<file path="config.mk">
export PLATFORM = sky130hd
export DESIGN_NAME = draw_scheduler_flat
export DESIGN_NICKNAME = d
export VERILOG_FILES = /design/src/rtl/draw_scheduler_if.sv /design/src/rtl/draw_scheduler.sv /design/src/flat_wrapper.sv
export SDC_FILE = /design/constraint.sdc
export NUM_CORES = 1
export LEC_CHECK = 0
export BUFFER_PORTS_ARGS = -buffer_cell sky130_fd_sc_hd__buf_2
export CORE_MARGIN = 3
export CORE_UTILIZATION = 30
export DETAILED_ROUTE_END_ITERATION = 6
export MAX_ROUTING_LAYER = met4
export SLEW_MARGIN = 20
export SYNTH_ARGS = -nofsm -noshare
export SYNTH_HDL_FRONTEND = slang
export SYNTH_SLANG_ARGS = --single-unit
export TNS_END_PERCENT = 100
</file>
<file path="constraint.sdc">
create_clock -name clk -period 3.36 [get_ports clk]
set_input_delay 0.168 -clock clk [delete_from_list [all_inputs] [get_ports clk]]
set_output_delay 0.168 -clock clk [all_outputs]
set_load 0.1 [all_outputs]
</file>
<file path="src/rtl/draw_scheduler_if.sv">
// -----------------------------------------------------------------------------
// draw_scheduler_if
// Bundles every non-clock signal of the draw scheduler: the frame trigger and
// request vector, the per-plotter start/done handshake, the packed per-plotter
// pixel streams, the muxed pixel stream towards the VGA adapter, and status.
//
// Modports:
//   slave  - the scheduler itself (consumes frame_tick/req/done/pixels,
//            produces start, muxed pixel, grant and status)
//   master - the surrounding system (frame timer, plotters, VGA adapter)
// -----------------------------------------------------------------------------
interface draw_scheduler_if #(
  parameter int N_REQ = 4,
  parameter int IW    = $clog2(N_REQ)
);
  logic                 frame_tick;
  logic [N_REQ-1:0]     req;
  logic [N_REQ-1:0]     start;
  logic [N_REQ-1:0]     done_in;
  logic [N_REQ-1:0]     plot_in;
  logic [9*N_REQ-1:0]   x_in;
  logic [8*N_REQ-1:0]   y_in;
  logic [3*N_REQ-1:0]   colour_in;
  logic [8:0]           x;
  logic [7:0]           y;
  logic [2:0]           colour;
  logic                 plot;
  logic [IW-1:0]        grant_idx;
  logic                 busy;
  logic                 pass_done;
  logic                 timeout_err;
  logic                 overrun;

  modport slave (
    input  frame_tick, req, done_in, plot_in, x_in, y_in, colour_in,
    output start, x, y, colour, plot, grant_idx, busy, pass_done,
           timeout_err, overrun
  );

  modport master (
    output frame_tick, req, done_in, plot_in, x_in, y_in, colour_in,
    input  start, x, y, colour, plot, grant_idx, busy, pass_done,
           timeout_err, overrun
  );
endinterface

</file>
<file path="src/rtl/draw_scheduler.sv">
// -----------------------------------------------------------------------------
// draw_scheduler
// Shares the single VGA adapter write port between N_REQ sprite plotters.
// A frame_tick in IDLE latches the request vector; plotters are then started
// one at a time, lowest index first (so higher indices overdraw lower ones),
// and the granted plotter's pixel stream is routed to the adapter until it
// pulses done. A watchdog aborts a plotter that stays silent for TIMEOUT
// cycles of WAIT.
//
// Ports:
//   clk     - system clock, rising edge
//   resetn  - synchronous active-low reset
//   bus     - draw_scheduler_if.slave: frame_tick, req, start, done_in,
//             per-plotter pixel inputs, muxed x/y/colour/plot, grant_idx,
//             busy, pass_done, sticky timeout_err / overrun
// -----------------------------------------------------------------------------
module draw_scheduler #(
  parameter int N_REQ   = 4,
  parameter int TIMEOUT = 1023,
  parameter int IW      = $clog2(N_REQ)
) (
  input  logic              clk,
  input  logic              resetn,
  draw_scheduler_if.slave   bus
);

  localparam int WDW = (TIMEOUT < 1) ? 1 : $clog2(TIMEOUT + 1);
  localparam logic [WDW-1:0] WD_LIMIT = WDW'(TIMEOUT);

  typedef enum logic [2:0] {
    S_IDLE,
    S_SELECT,
    S_START,
    S_WAIT,
    S_FINISH
  } state_t;

  state_t           state_q, state_d;
  logic [N_REQ-1:0] pending_q;
  logic [IW-1:0]    grant_q;
  logic [WDW-1:0]   watchdog_q;
  logic             timeout_q;
  logic             overrun_q;

  logic [IW-1:0]    lowest;
  logic             done_hit;
  logic             wd_expired;

  // Lowest set bit of pending; scanning downwards lets the lowest index win.
  always_comb begin
    lowest = '0;
    for (int i = N_REQ - 1; i >= 0; i--) begin
      if (pending_q[i]) lowest = IW'(i);
    end
  end

  // Only the granted plotter's done line is ever looked at.
  always_comb begin
    done_hit = 1'b0;
    for (int i = 0; i < N_REQ; i++) begin
      if (grant_q == IW'(i)) done_hit = bus.done_in[i];
    end
  end

  assign wd_expired = (watchdog_q == WD_LIMIT);

  // NOTE: state and datapath registers use non-blocking assignments so every
  // flop samples the pre-edge value of every other flop.
  always_ff @(posedge clk) begin
    if (!resetn) state_q <= S_IDLE;
    else         state_q <= state_d;
  end

  always_ff @(posedge clk) begin
    if (!resetn) begin
      pending_q  <= '0;
      grant_q    <= '0;
      watchdog_q <= '0;
      timeout_q  <= 1'b0;
      overrun_q  <= 1'b0;
    end else begin
      unique case (state_q)
        S_IDLE:   if (bus.frame_tick) pending_q <= bus.req;
        S_SELECT: if (pending_q != '0) grant_q <= lowest;
        S_START: begin
          pending_q[grant_q] <= 1'b0;
          watchdog_q         <= '0;
        end
        S_WAIT: begin
          watchdog_q <= watchdog_q + WDW'(1);
          // A done arriving on the expiry cycle still counts as a clean finish.
          if (!done_hit && wd_expired) timeout_q <= 1'b1;
        end
        default: ;
      endcase
      // A tick while a pass is in flight is dropped but remembered.
      if (bus.frame_tick && state_q != S_IDLE) overrun_q <= 1'b1;
    end
  end

  // Next-state logic and all combinational outputs.
  // NOTE: every output of this block gets a default first, so no path can
  // leave a signal unassigned and infer a latch.
  always_comb begin
    state_d       = state_q;
    bus.start     = '0;
    bus.x         = '0;
    bus.y         = '0;
    bus.colour    = '0;
    bus.plot      = 1'b0;
    bus.busy      = (state_q != S_IDLE);
    bus.pass_done = 1'b0;

    unique case (state_q)
      S_IDLE:   if (bus.frame_tick) state_d = S_SELECT;
      S_SELECT: state_d = (pending_q == '0) ? S_FINISH : S_START;
      S_START:  state_d = S_WAIT;
      S_WAIT:   if (done_hit || wd_expired) state_d = S_SELECT;
      S_FINISH: begin
        bus.pass_done = 1'b1;
        state_d       = S_IDLE;
      end
      default:  state_d = S_IDLE;
    endcase

    if (state_q == S_START) bus.start[grant_q] = 1'b1;

    // Pixel path is purely combinational so plotters see no extra latency.
    if (state_q == S_START || state_q == S_WAIT) begin
      for (int i = 0; i < N_REQ; i++) begin
        if (grant_q == IW'(i)) begin
          bus.x      = bus.x_in[9*i +: 9];
          bus.y      = bus.y_in[8*i +: 8];
          bus.colour = bus.colour_in[3*i +: 3];
          bus.plot   = bus.plot_in[i];
        end
      end
    end
  end

  assign bus.grant_idx   = grant_q;
  assign bus.timeout_err = timeout_q;
  assign bus.overrun     = overrun_q;

endmodule

</file>
<file path="src/flat_wrapper.sv">
// flat-port wrapper written by rule: the top's interface ports become plain ports
module draw_scheduler_flat 
#(
  parameter int N_REQ   = 4,
  parameter int TIMEOUT = 1023,
  parameter int IW      = $clog2(N_REQ)
)
  (clk, resetn, bus_frame_tick, bus_req, bus_done_in, bus_plot_in, bus_x_in, bus_y_in, bus_colour_in, bus_start, bus_x, bus_y, bus_colour, bus_plot, bus_grant_idx, bus_busy, bus_pass_done, bus_timeout_err, bus_overrun);
  draw_scheduler_if #(.N_REQ(N_REQ), .IW(IW)) bus_i ();
  input  logic clk;
  input  logic resetn;
  input wire logic [$bits(bus_i.frame_tick)-1:0] bus_frame_tick;
  input wire logic [$bits(bus_i.req)-1:0] bus_req;
  input wire logic [$bits(bus_i.done_in)-1:0] bus_done_in;
  input wire logic [$bits(bus_i.plot_in)-1:0] bus_plot_in;
  input wire logic [$bits(bus_i.x_in)-1:0] bus_x_in;
  input wire logic [$bits(bus_i.y_in)-1:0] bus_y_in;
  input wire logic [$bits(bus_i.colour_in)-1:0] bus_colour_in;
  output wire logic [$bits(bus_i.start)-1:0] bus_start;
  output wire logic [$bits(bus_i.x)-1:0] bus_x;
  output wire logic [$bits(bus_i.y)-1:0] bus_y;
  output wire logic [$bits(bus_i.colour)-1:0] bus_colour;
  output wire logic [$bits(bus_i.plot)-1:0] bus_plot;
  output wire logic [$bits(bus_i.grant_idx)-1:0] bus_grant_idx;
  output wire logic [$bits(bus_i.busy)-1:0] bus_busy;
  output wire logic [$bits(bus_i.pass_done)-1:0] bus_pass_done;
  output wire logic [$bits(bus_i.timeout_err)-1:0] bus_timeout_err;
  output wire logic [$bits(bus_i.overrun)-1:0] bus_overrun;
  assign bus_i.frame_tick = bus_frame_tick;
  assign bus_i.req = bus_req;
  assign bus_i.done_in = bus_done_in;
  assign bus_i.plot_in = bus_plot_in;
  assign bus_i.x_in = bus_x_in;
  assign bus_i.y_in = bus_y_in;
  assign bus_i.colour_in = bus_colour_in;
  assign bus_start = bus_i.start;
  assign bus_x = bus_i.x;
  assign bus_y = bus_i.y;
  assign bus_colour = bus_i.colour;
  assign bus_plot = bus_i.plot;
  assign bus_grant_idx = bus_i.grant_idx;
  assign bus_busy = bus_i.busy;
  assign bus_pass_done = bus_i.pass_done;
  assign bus_timeout_err = bus_i.timeout_err;
  assign bus_overrun = bus_i.overrun;
  draw_scheduler #(.N_REQ(N_REQ), .TIMEOUT(TIMEOUT), .IW(IW)) u_core (.clk(clk), .resetn(resetn), .bus(bus_i));
endmodule
</file>
Word level (Yosys, flattened, before mapping)
Index checks and enable logic that the tools add are counted.
{"block": "classes", "n_addsub": 1, "order_cmp": 2, "eq_ne": 10, "mux": 39, "bitwise_logic": 2, "reduce_logical": 17}
{"operator": "$mux 9", "count": 5}
{"operator": "$mux 8", "count": 5}
{"operator": "$mux 3", "count": 8}
{"operator": "$pmux 10 s2", "count": 1}
{"operator": "$pmux 3 s4", "count": 1}
{"operator": "$mux 1", "count": 11}
{"operator": "$add 10x1->10 const B", "count": 1}
{"operator": "$eq 10x10->1 const B", "count": 1}
{"operator": "$mux 2", "count": 4}
{"operator": "$mux 4", "count": 2}
{"operator": "$pmux 4 s2", "count": 1}
{"operator": "$reduce_and 2->1", "count": 4}
{"operator": "$eq 3x2->1 const B", "count": 2}
{"operator": "$and 4x4->4", "count": 1}
{"operator": "$eq 2x2->1 const B", "count": 2}
{"operator": "$logic_not 4->1", "count": 1}
{"operator": "$not 4->4", "count": 1}
{"operator": "$reduce_bool 2->1", "count": 2}
{"operator": "$reduce_bool 4->1", "count": 1}
{"operator": "$eq 3x1->1 const B", "count": 1}
{"operator": "$eq 3x3->1 const B", "count": 1}
{"operator": "$logic_and 1x1->1", "count": 3}
{"operator": "$logic_not 3->1", "count": 1}
{"operator": "$lt 2x3->1 const B", "count": 1}
{"operator": "other kinds (9)", "count": 10}
{"block": "word_totals", "regBits": 21, "inputBits": 95, "out_inout_bits": 31, "elab_cells": 77}

Logic depth before layout (Yosys ltp)
Gate-level depths: netlist of run 1.
{"block": "logic_depth", "word_depth": 8, "ltp_mapped": 6, "mapped_depth_nobuf": 5}

Worst setup path before layout of run 1
OpenSTA, ideal clock, no wires.
{"block": "synth_path", "path_type": "flip-flop to flip-flop", "start": "reg u_core.grant_q[1], in the netlist u_core.bus.grant_idx[1]", "end": "reg u_core.pending_q[2]", "setup_time_ns": 0.280, "arrival_ns": 4.432, "t_required_ns": 3.080, "path_slack_ns": -1.352, "stages_incl_launch_ff": 5, "path_buffers": 1, "cell_sequence": "dfxtp_1 -> clkbuf_1 -> inv_1 -> nor4_1 -> nor3b_1"}
{"block": "synth_between", "elab_chain_cells": 7, "word_cells_on_any_way": 8, "cone_classes": "order compare: 2; mux: 3; bitwise: 2; reduce/logical: 1"}
{"item": "start, declared", "line_no": "draw_scheduler.sv:40", "source": "logic [IW-1:0] grant_q;"}
{"item": "start signal, assigned", "line_no": "draw_scheduler.sv:84", "source": "S_SELECT: if (pending_q != '0) grant_q <= lowest;"}
{"item": "$lt 2x3->1 (implied by the code) or $ge 2x1->1 (tied branches)", "line_no": "draw_scheduler.sv:86", "source": "pending_q[grant_q] <= 1'b0;"}
{"item": "$logic_and 1x1->1 (implied by the code)", "line_no": "draw_scheduler.sv:86"}
{"item": "$mux 1 (implied by the code)", "line_no": "draw_scheduler.sv:86"}
{"item": "$demux 1 s2 (*)"}
{"item": "$not 4->4 (no line) (*)"}
{"item": "$and 4x4->4 (no line) (*)"}
{"item": "$pmux 4 s2 (*)", "line_no": "draw_scheduler.sv:82", "source": "unique case (state_q)"}
{"item": "end signal, assigned", "line_no": "draw_scheduler.sv:83", "source": "S_IDLE: if (bus.frame_tick) pending_q <= bus.req;"}
{"item": "end, declared", "line_no": "draw_scheduler.sv:39", "source": "logic [N_REQ-1:0] pending_q;"}
Mark *: on every way between the ends. The rest lies on a longest branch, timed or not.
A chain may end at the register's enable or synchronous reset.

Final worst setup path of run 1
{"block": "layout_path", "start": "reg u_core.grant_q[1], in the netlist u_core.bus.grant_idx[1]", "end": "out bus_start[2]"}
{"block": "layout_between", "elab_chain_cells": 5, "word_cells_on_any_way": 6, "cone_classes": "order compare: 2; mux: 3; reduce/logical: 1"}
{"item": "$lt 2x3->1 (implied by the code) or $ge 2x1->1 (tied branches)", "line_no": "draw_scheduler.sv:126", "source": "if (state_q == S_START) bus.start[grant_q] = 1'b1;"}
{"item": "$logic_and 1x1->1 (implied by the code)", "line_no": "draw_scheduler.sv:126"}
{"item": "$mux 1 (implied by the code)", "line_no": "draw_scheduler.sv:126"}
{"item": "$demux 1 s2 (*)"}
{"item": "$mux 4 (*)", "line_no": "draw_scheduler.sv:126"}
{"item": "end, declared", "line_no": "flat_wrapper.sv:19", "source": "output wire logic [$bits(bus_i.start)-1:0] bus_start;"}
Marks and branches as above.

==> out/results.ini, run 1 <==
[sta]
maxSlewHeadroom = 0.3020
fin_crit_ns = 2.484
fmax_mhz = 402.5
skew_ns = 0.004058
grt_setup_unrepaired = no
max_slew.worst_pin.slew_ns = 1.046
slew_violations = 0
setup_viol = 0
post-route-period-util = 0.7394
finalHoldViolCount = 0

[clock_network]
root_buffer = clkbuf_8
clk_path_buf_depth = 2
htree_levels = 1
cts_tree = built
cts_setup_buffers = 0
cts_inserted_buffers = 3
clk_pin_slew_ns = 0.07
cts_resized = 0
cts_hold_buf = 0
insertion_delay_ns = 0.26
clock_sinks = 21

[routing]
via_per_inst = 5.036
ant_nets = 0
drc = 0
wl_per_cell_microns = 15.71
firstDrtPassIters = 4
drtIter0Drc = 33
drt-total-wl_mm = 5.639
vias = 1808

[critical_path]
timing.rr.start = u_core.bus.grant_idx[0]$_SDFFE_PN0N_
r2r_end = u_core.state_q[1]$_SDFFE_PN0P_
crit_fanout = 26
crit_type = register to output pin
end_kind = output pin
rrSetupSlack_ns = 1.18
worstPathRequired_ns = 3.19
r2r_cells = 4
worstPathArrival_ns = 2.32
cp-start-kind = register

[global_routing]
grt_pass1_vias = 1703
grt_antenna_before_repair = 0
grt_max_degree = 30
grt_overflow_total = 0
gr-usage-all-layers = 0.1660
grt_pass1_wl_mm = 8.342

[floorplan]
ios = 126
die_w_microns = 81.51
start_util = 0.3226
die_y_microns = 81.51
dieArea_sq_um = 6643
floorplan.core_area_sq_um = 5303
num_rows = 26

[worst_hold_path]
hold_start = bus_req[0]
hold_path.class = input pin to register
min_to = u_core.pending_q[0]$_SDFFE_PN0P_
min_path_cells = 3

[pwr]
p_comb_frac = 0.347
p_per_area_nw_per_um2 = 280.9
total_leakage_power_nw = 1.128
pwr-share-seq = 0.406
p_total_mw = 0.6828
ir_worst_vdd_v = 0.0002287
clock_power_share = 0.246
power_switching_mw = 0.2409
switching_share = 0.3528
p_int_mw = 0.4419

[final_layout]
area_delta_synth_final_pct = 42.14
n_antenna_cell = 0
fill_cells = 516
fin_cells = 359
fin_nets = 386
multi_input_area_sq_um = 1225
drive_above_1_share = 0.5260
final-seq-area_sq_um = 421.7

[synth]
synth_commonest_cells = and2_1, dfxtp_1, mux4_2
synth_area_leaders = dfxtp_1, mux4_2, and2_1, mux4_1, nor3b_1
synth_edf_count = 0
seq_area_frac_synth = 0.2458
synth-seq-cells = 21
ys_types = 41
avgSynthCellArea_sq_um = 9.944
synth_top_area_cell = dfxtp_1
ys.flop_type = dfxtp_1
synth_most_common_cell = and2_1
ys_warn_count = 0
syn-num-nets = 268
ys_async_sr_fraction = 0
netlist.area_leader.share = 0.2458
syn_area_sq_um = 1710
synth_cells = 172

[place]
numPortBuffers = 125
dpl.cell_count = 355
hpwl_mm = 4.531
place.gp.congestion = 0.7984

[status]
status = finished, final reports clean

[flow_run]
cap_violations = 0

flip-flops by register name, indices dropped and copies added, names as in the netlist:
register	flops
u_core.bus.grant_idx	2
u_core.bus.overrun	1
u_core.bus.timeout_err	1
u_core.pending_q	4
u_core.state_q	3
u_core.watchdog_q	10
layer usage:
metal / vias to the layer above / share of wire / track usage
li1: 899 / - / -
met1: 834 / 0.39 / 0.1989
met2: 70 / 0.50 / 0.2818
met3: 5 / 0.11 / 0.04496
met4: 0 / 0.0055 / 0.03041
met5: - / 0 / -
power by group through the flow:
stage / logic (mW) / registers (mW) / clock network [mW]
after floorplan: 0.161 / 0.284 / 0
after global placement: 0.235 / 0.284 / 0
after detailed placement: 0.238 / 0.283 / 0
after CTS: 0.239 / 0.278 / 0.173
after global routing: 0.253 / 0.280 / 0.190
final: 0.237 / 0.277 / 0.168
placed cells by master (no fill, tap or decap), types with 4 or more instances in the layout:
cell type / instances
mux4_2: 17
a21oi_1: 8
nand2_1: 9
and3_1: 4
nor3b_1: 7
inv_1: 5
mux2i_1: 4
mux4_1: 5
dfxtp_1: 20
o21ai_0: 7
and2_1: 23
nor2_1: 7
buf_2: 125
nor2b_1: 4
critical path: stages (launching register included):
cell	delay [ns]
dfxtp_1	1.02
inv_1	0.20
nor4_2	0.36
buf_2	0.48
per-stage QoR:
step | hold WS [ns] | utilization | instance area, sq um | TNS [ns] | setup slack (ns)
detailed placement | 0.4713 | 0.4500 | 2386 | 0 | 1.106
finish | 0.2282 | 0.4585 | 2431 | 0 | 0.8756
global placement | 0.4651 | 0.4500 | 2386 | 0 | 1.130
CTS | 0.2157 | 0.4585 | 2431 | 0 | 0.8134
floorplan | 0.3308 | - | 1723 | -0.07670 | -0.07670
global route | 0.2361 | 0.4585 | 2431 | 0 | 0.6198
layout make-up:
cell class | count | area share
sequential | 21 | 0.1734
tap | 70 | 0.03603
inverter | 5 | 0.007720
multi-input combinational | 133 | 0.5039
clock buffer | 4 | 0.01853
timing repair buffer | 126 | 0.2604
how the worst max path moves through the flow:
stage                                            end  slack [ns]  depth (start not counted)                                 start
global route                            bus_start[2]        0.62                          3  u_core.bus.grant_idx[1]$_SDFFE_PN0N_
global placement                        bus_start[2]        1.13                          3  u_core.bus.grant_idx[1]$_SDFFE_PN0N_
detailed placement                      bus_start[2]        1.11                          3  u_core.bus.grant_idx[1]$_SDFFE_PN0N_
CTS                                     bus_start[2]        0.81                          3  u_core.bus.grant_idx[1]$_SDFFE_PN0N_
floorplan           u_core.pending_q[2]$_SDFFE_PN0P_       -0.08                          4  u_core.bus.grant_idx[1]$_SDFFE_PN0N_
finish                                  bus_start[2]        0.88                          3  u_core.bus.grant_idx[1]$_SDFFE_PN0N_
logic make-up after synthesis:
kind of cell,count (synthesis),share of synthesized area
DFF,21,0.2458
muxes,26,0.3241
buffers and inverters,18,0.04536
AOI/OAI and AO/OA,31,0.1163
adders and majority gates,1,0.007314
and+or+nand+nor,75,0.2612
Note: power is estimated with default switching activity, not from simulation.
==> inputs of run 2 (changes only) <==
--- a/config.mk
+++ b/config.mk
@@ -5,6 +5,7 @@
 export SDC_FILE = /design/constraint.sdc
 export NUM_CORES = 1
 export LEC_CHECK = 0
+export ABC_AREA = 1
 export BUFFER_PORTS_ARGS = -buffer_cell sky130_fd_sc_hd__buf_2
 export CORE_MARGIN = 3
 export CORE_UTILIZATION = 30
==> constraint.sdc (replaced) <==
create_clock -name clk -period 2.2 [get_ports clk]
set_input_delay 0.11 -clock clk [delete_from_list [all_inputs] [get_ports clk]]
set_output_delay 0.11 -clock clk [all_outputs]
set_load 0.1 [all_outputs]
==> out/results.ini, run 2 <==
[synth]
synth_cells = 282  ; +64%
syn_area_sq_um = 1709  ; about the same
synth_area_leaders = dfxtp_1, nand2_1, nand3_1, o21ai_0, inv_1
synth_most_common_cell = nand2_1
avgSynthCellArea_sq_um = 6.061  ; -39%
synth_commonest_cells = nand2_1, inv_1, nand3_1
ys_warn_count = 0  ; unchanged
ys_types = 29  ; -29%
synth-seq-cells = 21  ; unchanged
syn-num-nets = 378  ; +41%
seq_area_frac_synth = 0.2460  ; about the same
ys_async_sr_fraction = 0  ; unchanged
synth_top_area_cell = dfxtp_1
ys.flop_type = dfxtp_1
netlist.area_leader.share = 0.2460  ; about the same
synth_edf_count = 0  ; unchanged

[final_layout]
area_delta_synth_final_pct = 70.50
fin_cells = 472  ; +31%
final_util = 0.5496  ; +0.09108
drive_above_1_share = 0.4030  ; -0.1230
final-seq-area_sq_um = 425.4  ; +0.89%
fill_cells = 518  ; +0.39%
largest-register = u_core.watchdog_q
multi_input_area_sq_um = 1197  ; -2.2%
final_cell_mix = buf_2, nand2_1, inv_1, nand3_1, o21ai_0
largest_reg_flops = 10  ; unchanged
fin_nets = 499  ; +29%
n_antenna_cell = 0  ; unchanged
top_regs = u_core.watchdog_q: 10 flops, u_core.pending_q: 4 flops, u_core.state_q: 3 flops
final_common_cell = buf_2

[global_routing]
grt_antenna_before_repair = 0  ; unchanged
grt_pass1_vias = 2233  ; +31%
grt_pass1_wl_mm = 10.23  ; +23%
grt_max_degree = 21  ; -30%
grt_overflow_total = 0  ; unchanged
gr-usage-all-layers = 0.1993  ; +0.03334

[clock_network]
htree_levels = 1  ; unchanged
clock_sinks = 21  ; unchanged
root_buffer = clkbuf_8
insertion_delay_ns = 0.27  ; about the same
cts_tree = built
cts_inserted_buffers = 3  ; unchanged
clk_pin_slew_ns = 0.08  ; about the same
clk_path_buf_depth = 2  ; unchanged

[critical_path]
rrSetupSlack_ns = 0.72  ; -0.46 ns
cp-start-kind = register
crit_type = register to output pin
crit_fanout = 16  ; -38%
end_kind = output pin
cp_cell_sequence = inv_1 -> nand2_1 -> inv_1 -> o21ai_0 -> a21oi_4 -> buf_12
path_buf_inv = 3  ; +1
crit_path_frequent_cell = inv_1
slowest_delay_ns = 0.39  ; -0.63 ns
worstPathArrival_ns = 1.86  ; -0.46 ns
critPathSlowestCell = inv_1
worstPathRequired_ns = 2.09  ; -1.10 ns
crit_family = buffers and inverters

[sta]
finalHoldViolCount = 0  ; unchanged
setup_tns_ns = 0  ; unchanged
whs_ns = 0.09913  ; -0.1291 ns
fin_crit_ns = 1.969
maxSlewHeadroom = 0.6454  ; +0.3434
grt_setup_unrepaired = no
fmax_mhz = 507.9
post-route-period-util = 0.8949
max_slew.worst_pin.slew_ns = 0.5314  ; -0.5142 ns
setup_viol = 0  ; unchanged
slew_violations = 0  ; unchanged
skew_ns = 0.001903  ; -0.002155 ns

[pwr]
ir_worst_vdd_v = 0.0007958  ; +250%
total_leakage_power_nw = 1.379  ; +22%
p_total_mw = 3.345  ; +390%
p_per_area_nw_per_um2 = 1148  ; +310%

[floorplan]
dieArea_sq_um = 6639  ; about the same
floorplan.core_area_sq_um = 5303  ; unchanged
start_util = 0.3223  ; about the same
die_y_microns = 81.48  ; about the same
ios = 126  ; unchanged
num_rows = 26  ; unchanged
die_w_microns = 81.48  ; about the same

[place]
place.gp.congestion = 0.8001  ; +0.21%
numPortBuffers = 125  ; unchanged
dpl.cell_count = 468  ; +32%
hpwl_mm = 5.462  ; +21%

[routing]
drtIter0Drc = 125  ; +280%
vias = 2381  ; +32%
drt-total-wl_mm = 6.759  ; +20%
ant_nets = 0  ; unchanged
wl_per_cell_microns = 14.32  ; -8.8%
drc = 0  ; unchanged
via_per_inst = 5.044  ; +0.16%
firstDrtPassIters = 5  ; +1

[status]
status = finished, final reports clean

[worst_hold_path]
hold_path.class = input pin to register

[flow_run]
cap_violations = 0  ; unchanged

[run 2: cell count changes after synthesis, sizes merged, moves of 21 or more]
cell and change:
and2 -23, o21ai +21, nand2 +43, inv +32
nand3 +31, mux4 -22
[run 2: power breakdown]
part / internal [mW] / switching, mW
Combinational: 0.777 / 1.76
Sequential: 0.447 / 0.0924
Clock: 0.128 / 0.140
[run 2: cell families (layout without fill, tap and decap cells)]
| logic type | count (synthesis) | after routing | share of synthesized area |
|---|---|---|---|
| adders and majority gates | 1 | 1 | 0.007319 |
| buffers and inverters | 50 | 170 | 0.1215 |
| and+or+nand+nor | 133 | 133 | 0.3594 |
| AOI/OAI and AO/OA | 77 | 77 | 0.2657 |
| DFF | 21 | 21 | 0.2460 |
[run 2: area by class of cell]
type                       count  area share
inverter                      37     0.04766
clock buffer                   3     0.01417
clock inverter                 1    0.002576
timing repair buffer         129      0.3486
tap                           70     0.03006
sequential                    21      0.1460
multi-input combinational    211      0.4109
[run 2: through the flow]
step / instance area (sq um) / worst slack [ns]
final: 2914 / 0.2312
after global routing: 2914 / 0.02953
after CTS: 2912 / 0.07536
after detailed placement: 2863 / 0.3841
after global placement: 2863 / 0.4179
after floorplan: 1828 / 0.08049
[run 2: what timing repair did]
| item | CTS | global route |
|---|---|---|
| setup endpoints to repair | 0 | 1 |
| gates resized for setup | 0 | 1 |
| hold endpoints to repair | 0 | 0 |
| buffers inserted | 0 | 0 |
| hold buffers | 0 | 0 |
[run 2: worst paths after layout]
| kind | startpoint | to | depth (start not counted) |
|---|---|---|---|
| setup / recovery | u_core.state_q[2]$_SDFFE_PN0P_ | bus_y[2] | 6 |
| hold reg to reg | u_core.bus.timeout_err$_SDFFE_PN0P_ | u_core.bus.timeout_err$_SDFFE_PN0P_ | 2 |
| hold / removal | bus_frame_tick | u_core.bus.overrun$_SDFFE_PN0P_ | 3 |
| setup reg to reg | u_core.bus.grant_idx[1]$_SDFFE_PN0N_ | u_core.state_q[1]$_SDFFE_PN0P_ | 6 |
[run 2: per-layer routing]
layer / GRT usage / wire length (microns)
met3: 0.03728 / 635
met5: - / 0
met2: 0.3510 / 3334
met1: 0.2269 / 2664
met4: 0.06419 / 125
[run 2: worst reg2reg max path, cell delays in order, from the launching register on]
cell and delay (ns):
dfxtp_4 0.43, nor2_2 0.46, nand2_1 0.09, nand3_1 0.11, nand2_1 0.09, nand3_1 0.10
a21oi_1 0.07
==> inputs of run 3 (changes only) <==
--- a/config.mk
+++ b/config.mk
@@ -11,6 +11,7 @@
 export CORE_UTILIZATION = 30
 export DETAILED_ROUTE_END_ITERATION = 6
 export MAX_ROUTING_LAYER = met4
+export REMOVE_ABC_BUFFERS = 1
 export SLEW_MARGIN = 20
 export SYNTH_ARGS = -nofsm -noshare
 export SYNTH_HDL_FRONTEND = slang
==> out/results.ini, run 3 (synthesized netlist as in run 2, its figures left out) <==
[critical_path]
crit_fanout = 13  ; -3
worstPathRequired_ns = 2.09  ; about the same
crit_type = register to output pin
worstPathArrival_ns = 1.95  ; +0.09 ns
cp-start-kind = register
end_kind = output pin
timing.rr.start = u_core.bus.grant_idx[1]$_SDFFE_PN0N_
rrSetupSlack_ns = 0.56  ; -0.16 ns
crit_start = u_core.bus.grant_idx[1]$_SDFFE_PN0N_
r2r_end = u_core.state_q[2]$_SDFFE_PN0P_
r2r_cells = 8  ; +2

[flow_run]
cap_violations = 0  ; unchanged

[routing]
ant_nets = 0  ; unchanged
firstDrtPassIters = 4  ; -1
drtIter0Drc = 87  ; -30%
vias = 2348  ; -1.4%
via_per_inst = 4.922  ; -2.4%
drc = 0  ; unchanged
drt-total-wl_mm = 6.483  ; -4.1%
wl_per_cell_microns = 13.59  ; -5.1%

[worst_hold_path]
min_path_cells = 3  ; unchanged
hold_start = bus_frame_tick
hold_path.class = input pin to register
min_to = u_core.bus.overrun$_SDFFE_PN0P_

[clock_network]
cts_hold_buf = 0  ; unchanged
htree_levels = 1  ; unchanged
root_buffer = clkbuf_8
cts_tree = built
clock_sinks = 21  ; unchanged
clk_pin_slew_ns = 0.09  ; about the same
clk_path_buf_depth = 2  ; unchanged
insertion_delay_ns = 0.27  ; about the same
cts_inserted_buffers = 3  ; unchanged
cts_setup_buffers = 0  ; unchanged
cts_resized = 0  ; unchanged

[pwr]
p_per_area_nw_per_um2 = 1151  ; +0.31%
total_leakage_power_nw = 1.360  ; -1.4%
ir_worst_vdd_v = 0.0006053  ; -24%

[global_routing]
gr-usage-all-layers = 0.1908  ; -0.008456
grt_antenna_before_repair = 0  ; unchanged
grt_pass1_vias = 2173  ; -2.7%
grt_pass1_wl_mm = 9.846  ; -3.7%
grt_overflow_total = 0  ; unchanged
grt_max_degree = 17  ; -19%

[floorplan]
die_w_microns = 81.48  ; unchanged
die_y_microns = 81.48  ; unchanged
num_rows = 26  ; unchanged
ios = 126  ; unchanged
dieArea_sq_um = 6639  ; unchanged
floorplan.core_area_sq_um = 5303  ; unchanged
start_util = 0.3223  ; unchanged

[final_layout]
n_antenna_cell = 0  ; unchanged
fin_nets = 504  ; +1.0%
final_common_cell = buf_2
drive_above_1_share = 0.3735  ; -0.02952
area_delta_synth_final_pct = 54.03
top_regs = u_core.watchdog_q: 10 flops, u_core.pending_q: 4 flops, u_core.state_q: 3 flops
final_util = 0.4965  ; -0.05309
largest-register = u_core.watchdog_q
final_cell_mix = buf_2, nand2_1, inv_1, nand3_1, o21ai_0
largest_reg_flops = 10  ; unchanged

[status]
status = finished, final reports clean

[sta]
skew_ns = 0.007524  ; +0.005621 ns
setup_viol = 0  ; unchanged
max_slew.worst_pin.slew_ns = 0.5567  ; +0.02536 ns
fmax_mhz = 485.9  ; -4.3%
post-route-period-util = 0.9354  ; +0.04053
fin_crit_ns = 2.058  ; +0.08917 ns
finalHoldViolCount = 0  ; unchanged
slew_violations = 0  ; unchanged
setup_tns_ns = 0  ; unchanged
maxSlewHeadroom = 0.6284  ; -0.01693
grt_setup_unrepaired = no

[place]
hpwl_mm = 5.184  ; -5.1%
place.gp.congestion = 0.8679  ; +8.5%
numPortBuffers = 125  ; unchanged

## run 3: worst max-delay path by stage
| stage | end | slack (ns) | cells after the start |
|---|---|---|---|
| finish | bus_x[7] | 0.14 | 8 |
| global route | bus_y[7] | 0.03 | 6 |
| CTS | bus_x[7] | 0.12 | 8 |
| detailed placement | bus_x[7] | 0.43 | 8 |
| global placement | bus_y[7] | 0.50 | 8 |
| floorplan | bus_colour[0] | -1.71 | 5 |
## run 3: worst max-delay path, stage by stage (launching register included)
cell,delay [ns]
dfxtp_1,0.42
buf_4,0.22
nor2_2,0.09
buf_4,0.18
nand2_1,0.07
nand3_1,0.09
o211ai_1,0.09
inv_1,0.09
buf_2,0.42
## run 3: layout make-up
| cell class | instances | area (sq um) |
|---|---|---|
| sequential | 21 | 420.4 |
| timing repair buffer | 134 | 858.3 |
| tap | 70 | 87.58 |
| clock inverter | 1 | 5.005 |
| fill | 566 | 2670 |
| clock buffer | 3 | 41.29 |
| multi-input combinational | 211 | 1081 |
| inverter | 37 | 138.9 |
## run 3: metrics by stage
step | hold WS [ns] | power, mW | instances | cell area, sq um | worst slack, ns
after global placement | 0.3706 | 2.774 | 473 | 2586 | 0.4973
after detailed placement | 0.3761 | 2.787 | 473 | 2586 | 0.4298
final | 0.1021 | 3.031 | 477 | 2633 | 0.1420
after CTS | 0.1016 | 3.048 | 477 | 2633 | 0.1246
after global routing | 0.1423 | 3.232 | 477 | 2633 | 0.03007
after floorplan | 0.2308 | 2.157 | 269 | 1640 | -1.705
## run 3: where the power goes
part           leakage [nW]  switching (mW)  internal (mW)
Clock                0.0255           0.137          0.127
Sequential            0.171          0.0691          0.443
Combinational          1.16            1.66          0.599
Total                  1.36            1.86           1.17
## run 3: metal layers
metal,global-route usage,up-vias,part of all wire
met4,0.04223,0,0.012
met2,0.3583,91,0.50
li1,-,1216,-
met1,0.2037,1033,0.40
met5,-,-,0
met3,0.04057,8,0.089
